## config.mk

```make
export PLATFORM = sky130hd
export DESIGN_NAME = cell_sweep_driver_flat
export DESIGN_NICKNAME = d
export VERILOG_FILES = /design/src/rtl/cell_sweep_driver_if.sv /design/src/rtl/cell_sweep_driver.sv /design/src/flat_wrapper.sv
export SDC_FILE = /design/constraint.sdc
export NUM_CORES = 1
export LEC_CHECK = 0
export ABC_AREA = 1
export CAP_MARGIN = 20
export CORE_MARGIN = 10
export CORE_UTILIZATION = 51
export CTS_CLUSTER_DIAMETER = 200
export DETAILED_ROUTE_END_ITERATION = 6
export PLACE_DENSITY = 0.79
export SETUP_SLACK_MARGIN = 0.2
export SYNTH_ARGS = -nofsm -noshare
export SYNTH_HDL_FRONTEND = slang
export SYNTH_SLANG_ARGS = --single-unit
```

## constraint.sdc

```tcl
create_clock -name clk -period 3.35 [get_ports clk]
set_input_delay 0.67 -clock clk [delete_from_list [all_inputs] [get_ports clk]]
set_output_delay 0.67 -clock clk [all_outputs]
set_load 0.01 [all_outputs]
```

## src/rtl/cell_sweep_driver_if.sv

```systemverilog
// -----------------------------------------------------------------------------
// cell_sweep_driver_if
// Signal bundle between a cell sweep driver and whoever controls it and hosts
// the cell under test.
//
//   start          request a sweep (controller -> driver)
//   dut_in         cell output ZN (cell -> driver)
//   vec_out        pattern driven to the cell, MSB = A1 (driver -> cell)
//   busy, done     sweep in progress / one-cycle end-of-sweep pulse
//   pass, err_cnt  result of the last sweep
//   first_fail_*   first mismatching pattern and its valid flag
//
// Modports: master = controller/cell side, slave = the sweep driver.
// -----------------------------------------------------------------------------
interface cell_sweep_driver_if #(
  parameter int N_IN = 3
);
  logic            start;
  logic [N_IN-1:0] vec_out;
  logic            dut_in;
  logic            busy;
  logic            done;
  logic            pass;
  logic [N_IN:0]   err_cnt;
  logic            first_fail_vld;
  logic [N_IN-1:0] first_fail_idx;

  modport master (
    output start, dut_in,
    input  vec_out, busy, done, pass, err_cnt, first_fail_vld, first_fail_idx
  );

  modport slave (
    input  start, dut_in,
    output vec_out, busy, done, pass, err_cnt, first_fail_vld, first_fail_idx
  );
endinterface

```

## src/rtl/cell_sweep_driver.sv

```systemverilog
// -----------------------------------------------------------------------------
// cell_sweep_driver
// Walks every input pattern of a small combinational cell in ascending order,
// holds each one for SETTLE+1 cycles, samples the cell output on the last of
// those edges and compares it against the expected truth table EXP_TT.
//
// Ports:
//   clk   rising-edge clock
//   rst   asynchronous, active-high reset
//   bus   cell_sweep_driver_if.slave (start, dut_in in; vec_out, busy, done,
//         pass, err_cnt, first_fail_vld, first_fail_idx out)
//
// Parameters:
//   N_IN    number of cell inputs (1..6)
//   SETTLE  extra hold cycles per pattern before sampling (0..15)
//   EXP_TT  expected truth table, bit i = expected output for pattern i
//
// Optional: define SWEEP_LOG_EN to print one simulation line per sampled
// pattern and one per completed sweep. Function is identical either way.
// -----------------------------------------------------------------------------
module cell_sweep_driver #(
  parameter int                  N_IN   = 3,
  parameter int                  SETTLE = 2,
  parameter logic [2**N_IN-1:0]  EXP_TT = 8'hFE
) (
  input  logic                clk,
  input  logic                rst,
  cell_sweep_driver_if.slave  bus
);

  typedef enum logic [1:0] {IDLE, HOLD, DONE} state_t;

  localparam int              CW         = N_IN + 1;
  localparam logic [N_IN-1:0] LAST_PAT   = '1;
  localparam logic [3:0]      SETTLE_CNT = 4'(SETTLE);

  state_t          state, state_nxt;
  logic [3:0]      hold_cnt;
  logic            sample;
  logic            last_pat;
  logic            mismatch;
  logic [CW-1:0]   err_cnt_inc;

  // ---------------------------------------------------------------------------
  // State register
  // ---------------------------------------------------------------------------
  // NOTE: state elements use non-blocking assignments so every flop updates
  // from the values present before the edge, independent of statement order.
  always_ff @(posedge clk or posedge rst) begin
    if (rst) state <= IDLE;
    else     state <= state_nxt;
  end

  // ---------------------------------------------------------------------------
  // Next state, status outputs and compare logic
  // ---------------------------------------------------------------------------
  // NOTE: every signal written here gets a default first, so no path leaves
  // a value unassigned and no latch is inferred.
  always_comb begin
    state_nxt = state;
    sample    = (state == HOLD) && (hold_cnt == 4'd0);
    last_pat  = (bus.vec_out == LAST_PAT);
    // Case-inequality: an X or Z from the cell is a failure, never a match.
    mismatch  = sample && (bus.dut_in !== EXP_TT[bus.vec_out]);
    err_cnt_inc = bus.err_cnt + CW'(mismatch);
    bus.busy  = (state == HOLD);
    bus.done  = (state == DONE);

    case (state)
      IDLE:    if (bus.start)         state_nxt = HOLD;
      HOLD:    if (sample && last_pat) state_nxt = DONE;
      DONE:    state_nxt = IDLE;
      default: state_nxt = IDLE;
    endcase
  end

  // ---------------------------------------------------------------------------
  // Pattern walker, hold counter and result registers
  // ---------------------------------------------------------------------------
  always_ff @(posedge clk or posedge rst) begin
    if (rst) begin
      bus.vec_out        <= '0;
      bus.err_cnt        <= '0;
      bus.first_fail_vld <= 1'b0;
      bus.first_fail_idx <= '0;
      bus.pass           <= 1'b0;
      hold_cnt           <= 4'd0;
    end else begin
      case (state)
        IDLE: begin
          if (bus.start) begin
            bus.vec_out        <= '0;
            bus.err_cnt        <= '0;
            bus.first_fail_vld <= 1'b0;
            bus.first_fail_idx <= '0;
            bus.pass           <= 1'b0;
            hold_cnt           <= SETTLE_CNT;
          end
        end
        HOLD: begin
          if (hold_cnt != 4'd0) begin
            hold_cnt <= hold_cnt - 4'd1;
          end else begin
            bus.err_cnt <= err_cnt_inc;
            if (mismatch && !bus.first_fail_vld) begin
              bus.first_fail_vld <= 1'b1;
              bus.first_fail_idx <= bus.vec_out;
            end
            if (!last_pat) begin
              bus.vec_out <= bus.vec_out + 1'b1;
              hold_cnt    <= SETTLE_CNT;
            end else begin
              // Pass is resolved on the final sample edge so it already
              // includes the last pattern while done is high.
              bus.pass <= (err_cnt_inc == '0);
            end
          end
        end
        default: ;
      endcase
    end
  end

`ifdef SWEEP_LOG_EN
`ifndef SYNTHESIS
  always @(posedge clk) begin
    if (!rst && sample)
      $display("%b: %b exp %b", bus.vec_out, bus.dut_in, EXP_TT[bus.vec_out]);
    if (!rst && state == DONE)
      $display("sweep pass=%0d errors=%0d", bus.pass, bus.err_cnt);
  end
`endif
`else
  // Logging disabled: nothing extra is elaborated.
`endif

endmodule

```

## src/flat_wrapper.sv

```systemverilog
// flat-port wrapper written by rule: the top's interface ports become plain ports
module cell_sweep_driver_flat 
#(
  parameter int                  N_IN   = 3,
  parameter int                  SETTLE = 2,
  parameter logic [2**N_IN-1:0]  EXP_TT = 8'hFE
)
  (clk, rst, bus_start, bus_dut_in, bus_vec_out, bus_busy, bus_done, bus_pass, bus_err_cnt, bus_first_fail_vld, bus_first_fail_idx);
  cell_sweep_driver_if #(.N_IN(N_IN)) bus_i ();
  input  logic clk;
  input  logic rst;
  input wire logic [$bits(bus_i.start)-1:0] bus_start;
  input wire logic [$bits(bus_i.dut_in)-1:0] bus_dut_in;
  output wire logic [$bits(bus_i.vec_out)-1:0] bus_vec_out;
  output wire logic [$bits(bus_i.busy)-1:0] bus_busy;
  output wire logic [$bits(bus_i.done)-1:0] bus_done;
  output wire logic [$bits(bus_i.pass)-1:0] bus_pass;
  output wire logic [$bits(bus_i.err_cnt)-1:0] bus_err_cnt;
  output wire logic [$bits(bus_i.first_fail_vld)-1:0] bus_first_fail_vld;
  output wire logic [$bits(bus_i.first_fail_idx)-1:0] bus_first_fail_idx;
  assign bus_i.start = bus_start;
  assign bus_i.dut_in = bus_dut_in;
  assign bus_vec_out = bus_i.vec_out;
  assign bus_busy = bus_i.busy;
  assign bus_done = bus_i.done;
  assign bus_pass = bus_i.pass;
  assign bus_err_cnt = bus_i.err_cnt;
  assign bus_first_fail_vld = bus_i.first_fail_vld;
  assign bus_first_fail_idx = bus_i.first_fail_idx;
  cell_sweep_driver #(.N_IN(N_IN), .SETTLE(SETTLE), .EXP_TT(EXP_TT)) u_core (.clk(clk), .rst(rst), .bus(bus_i));
endmodule
```

==> impl_metrics.toml <==
[sta]
hold_viol = 0
fmax_mhz = 457
slew_violations = 0
worst_slew_pin_slew_ns = 0.669
final.min_clock_period_ns = 2.19
period_share = 0.653
skew_ns = 0.00451
rsz0062_at_grt = "no"
holdWs_ns = 0.476
setup_viol = 0
relSlewSlack = 0.554
tns_ns = 0

[logic_synthesis]
synthCells = 108
synth_commonest_cells = "nand2_1, dfrtp_1, inv_1"
synth_nets = 118
synth_enable_flop_cells = 0
synth_top_area_frac = 0.463
synthFlopType = "dfrtp_1"
async_flop_share = 1.00
synth.yosys.seq_area_share = 0.463
ys_seq_elements = 18
syn-cell-area_um2 = 973
yosysMostFrequentCell = "nand2_1"
ys_warn_count = 0
synth.top_cells.by_area = "dfrtp_1, nand2_1, ha_1, inv_1, nand3_1"
ys_types = 25
syn_area_per_cell_um2 = 9.01
synth_area_leader_cell = "dfrtp_1"

[floorplan]
rows = 15
start_util = 0.552
die_h_um = 63.7
die_area_um2 = 4060
die_w_um = 63.7
core_um2 = 1760
ios = 18

[clock_tree]
cts-root-buf = "clkbuf_4"
cts_buffers = 3
cts.sinks = 18
clk_latency_ns = 0.29
cts.clk_slew.worst_paths_ns = 0.09
htreeDepth = 1
tritoncts = "built"
cts_hold_buf = 0
cts_setup_buffers = 0
ctsLongestPathBuffers = 2
cts.repair.resized = 0

[run_status]
status = "finished clean"

[finish]
ff_latch_area_um2 = 450
post-route-util = 0.679
area_growth_pct = 23.0
n_antenna_cell = 0
drive_gt1_frac = 0.156
final_cells = 153
layout.nets = 140
multiInputGateArea_um2 = 455
fillCellCount = 154

[detailed_routing]
drc = 0
routed_wl_um = 1840
vias_per_cell = 4.71
dr.pass1.iters = 4
vias = 721
drt_iter0_drc = 20
ant_nets = 0
drt-wirelength-per-cell_um = 12.0

[grt]
grt_pass1_vias = 743
grt_pass1_wl_um = 3150
antenna_found_initial = 0
grt_use_total = 0.0951
overflow = 0
grt_max_degree = 19

[worst_hold_path]
holdCritStartpoint = "u_core.hold_cnt[0]$_DFFE_PP0P_"
hp-class = "flop to flop"
whs_path_depth = 1

[job]
drv_cap = 0

[worst_setup_path]
crit_arrival_ns = 1.52
ff2ff_path_depth = 12
rr_startpoint = "u_core.bus.vec_out[0]$_DFFE_PP0P_"
endpoint_kind = "output pin"
start_kind = "flop"
crit_required_ns = 2.68
crit_path_start = "u_core.state[0]$_DFFE_PP0P_"
path_class = "flop to output pin"
crit_fanout = 9

[power]
p_switching_uw = 371
ir_worst_vdd_mv = 0.416
p_leak_nw = 0.615
pwr-share-comb = 0.507
seqPwrFrac = 0.382
powerDensity_nw_per_um2 = 775
p_sw_frac = 0.400
p_int_uw = 557
p_clk_frac = 0.111

[placed_design]
hpwl_um = 1500
placed_cells = 150
gp_congestion = 0.895
io_buffers = 17
## worst max-delay path, cell delays in order (launching register included)
cell             delay (ns)
dfrtp_1                0.42
inv_2                  0.09
nor2_8                 0.15
clkdlybuf4s50_1        0.56
## stage by stage
step / worst slack, ns / power (mW) / cell area [µm²]
after floorplan: 1.48 / 0.660 / 973
after global placement: 0.989 / 0.814 / 1170
after detailed placement: 0.944 / 0.833 / 1170
after CTS: 1.14 / 0.938 / 1200
after global routing: 1.09 / 1.02 / 1200
final: 1.16 / 0.927 / 1200
## final timing paths
kind	end	slack, ns
min in group asynchronous	u_core.bus.err_cnt[3]$_DFFE_PP0P_	0.78
max reg2reg	u_core.bus.pass$_DFFE_PP0P_	1.36
min reg2reg	u_core.hold_cnt[0]$_DFFE_PP0P_	0.48
max	bus_busy	1.16
min	u_core.hold_cnt[0]$_DFFE_PP0P_	0.48
max in group asynchronous	u_core.bus.vec_out[1]$_DFFE_PP0P_	2.14
## state kept, by name, indices dropped and copies added (netlist names)
name                       count
u_core.bus.first_fail_vld      1
u_core.bus.pass                1
u_core.bus.vec_out             3
u_core.bus.first_fail_idx      3
u_core.state                   2
u_core.bus.err_cnt             4
u_core.hold_cnt                4
## layer usage
layer	vias to the layer above	GRT usage	wire length (µm)	part of all wire
li1	390	-	-	-
met1	310	0.114	899	0.49
met2	16	0.147	790	0.43
met3	5	0.0353	116	0.063
met4	0	0.0410	34	0.018
met5	-	0	0	0
## power groups by stage
stage	Sequential [mW]	Combinational, mW	Clock (mW)
final	0.354	0.470	0.103
after floorplan	0.372	0.288	0
after global routing	0.364	0.536	0.118
after detailed placement	0.358	0.475	0
after CTS	0.353	0.476	0.108
after global placement	0.354	0.460	0
## kinds of logic (layout without fill, tap and decap cells)
kind of cell | Yosys count | in the layout | synth area share
buf+inv | 18 | 38 | 0.0694
xor+xnor | 3 | 3 | 0.0270
compound gates | 15 | 15 | 0.0990
flops | 18 | 18 | 0.463
fa+ha+maj | 6 | 6 | 0.0771
simple gates | 48 | 48 | 0.265
## cells in the final DEF, fill, tap and decap left out, types with 3 or more instances in the layout
cell type	netlist	routed
clkdlybuf4s50_1	0	17
o21ai_0	3	3
nand2_1	25	25
inv_2	5	5
dfrtp_1	18	18
nand4_1	3	3
inv_1	13	13
nand3_1	6	6
clkbuf_4	0	3
o21ai_1	4	4
ha_1	6	6
nor2_1	4	4
## area by class of cell
class,instances,area share
multi-input combinational,72,0.380
sequential,18,0.376
timing repair buffer,17,0.142
inverter,18,0.0564
tap,25,0.0261
clock buffer,3,0.0188
(Power assumes the default switching activity.)
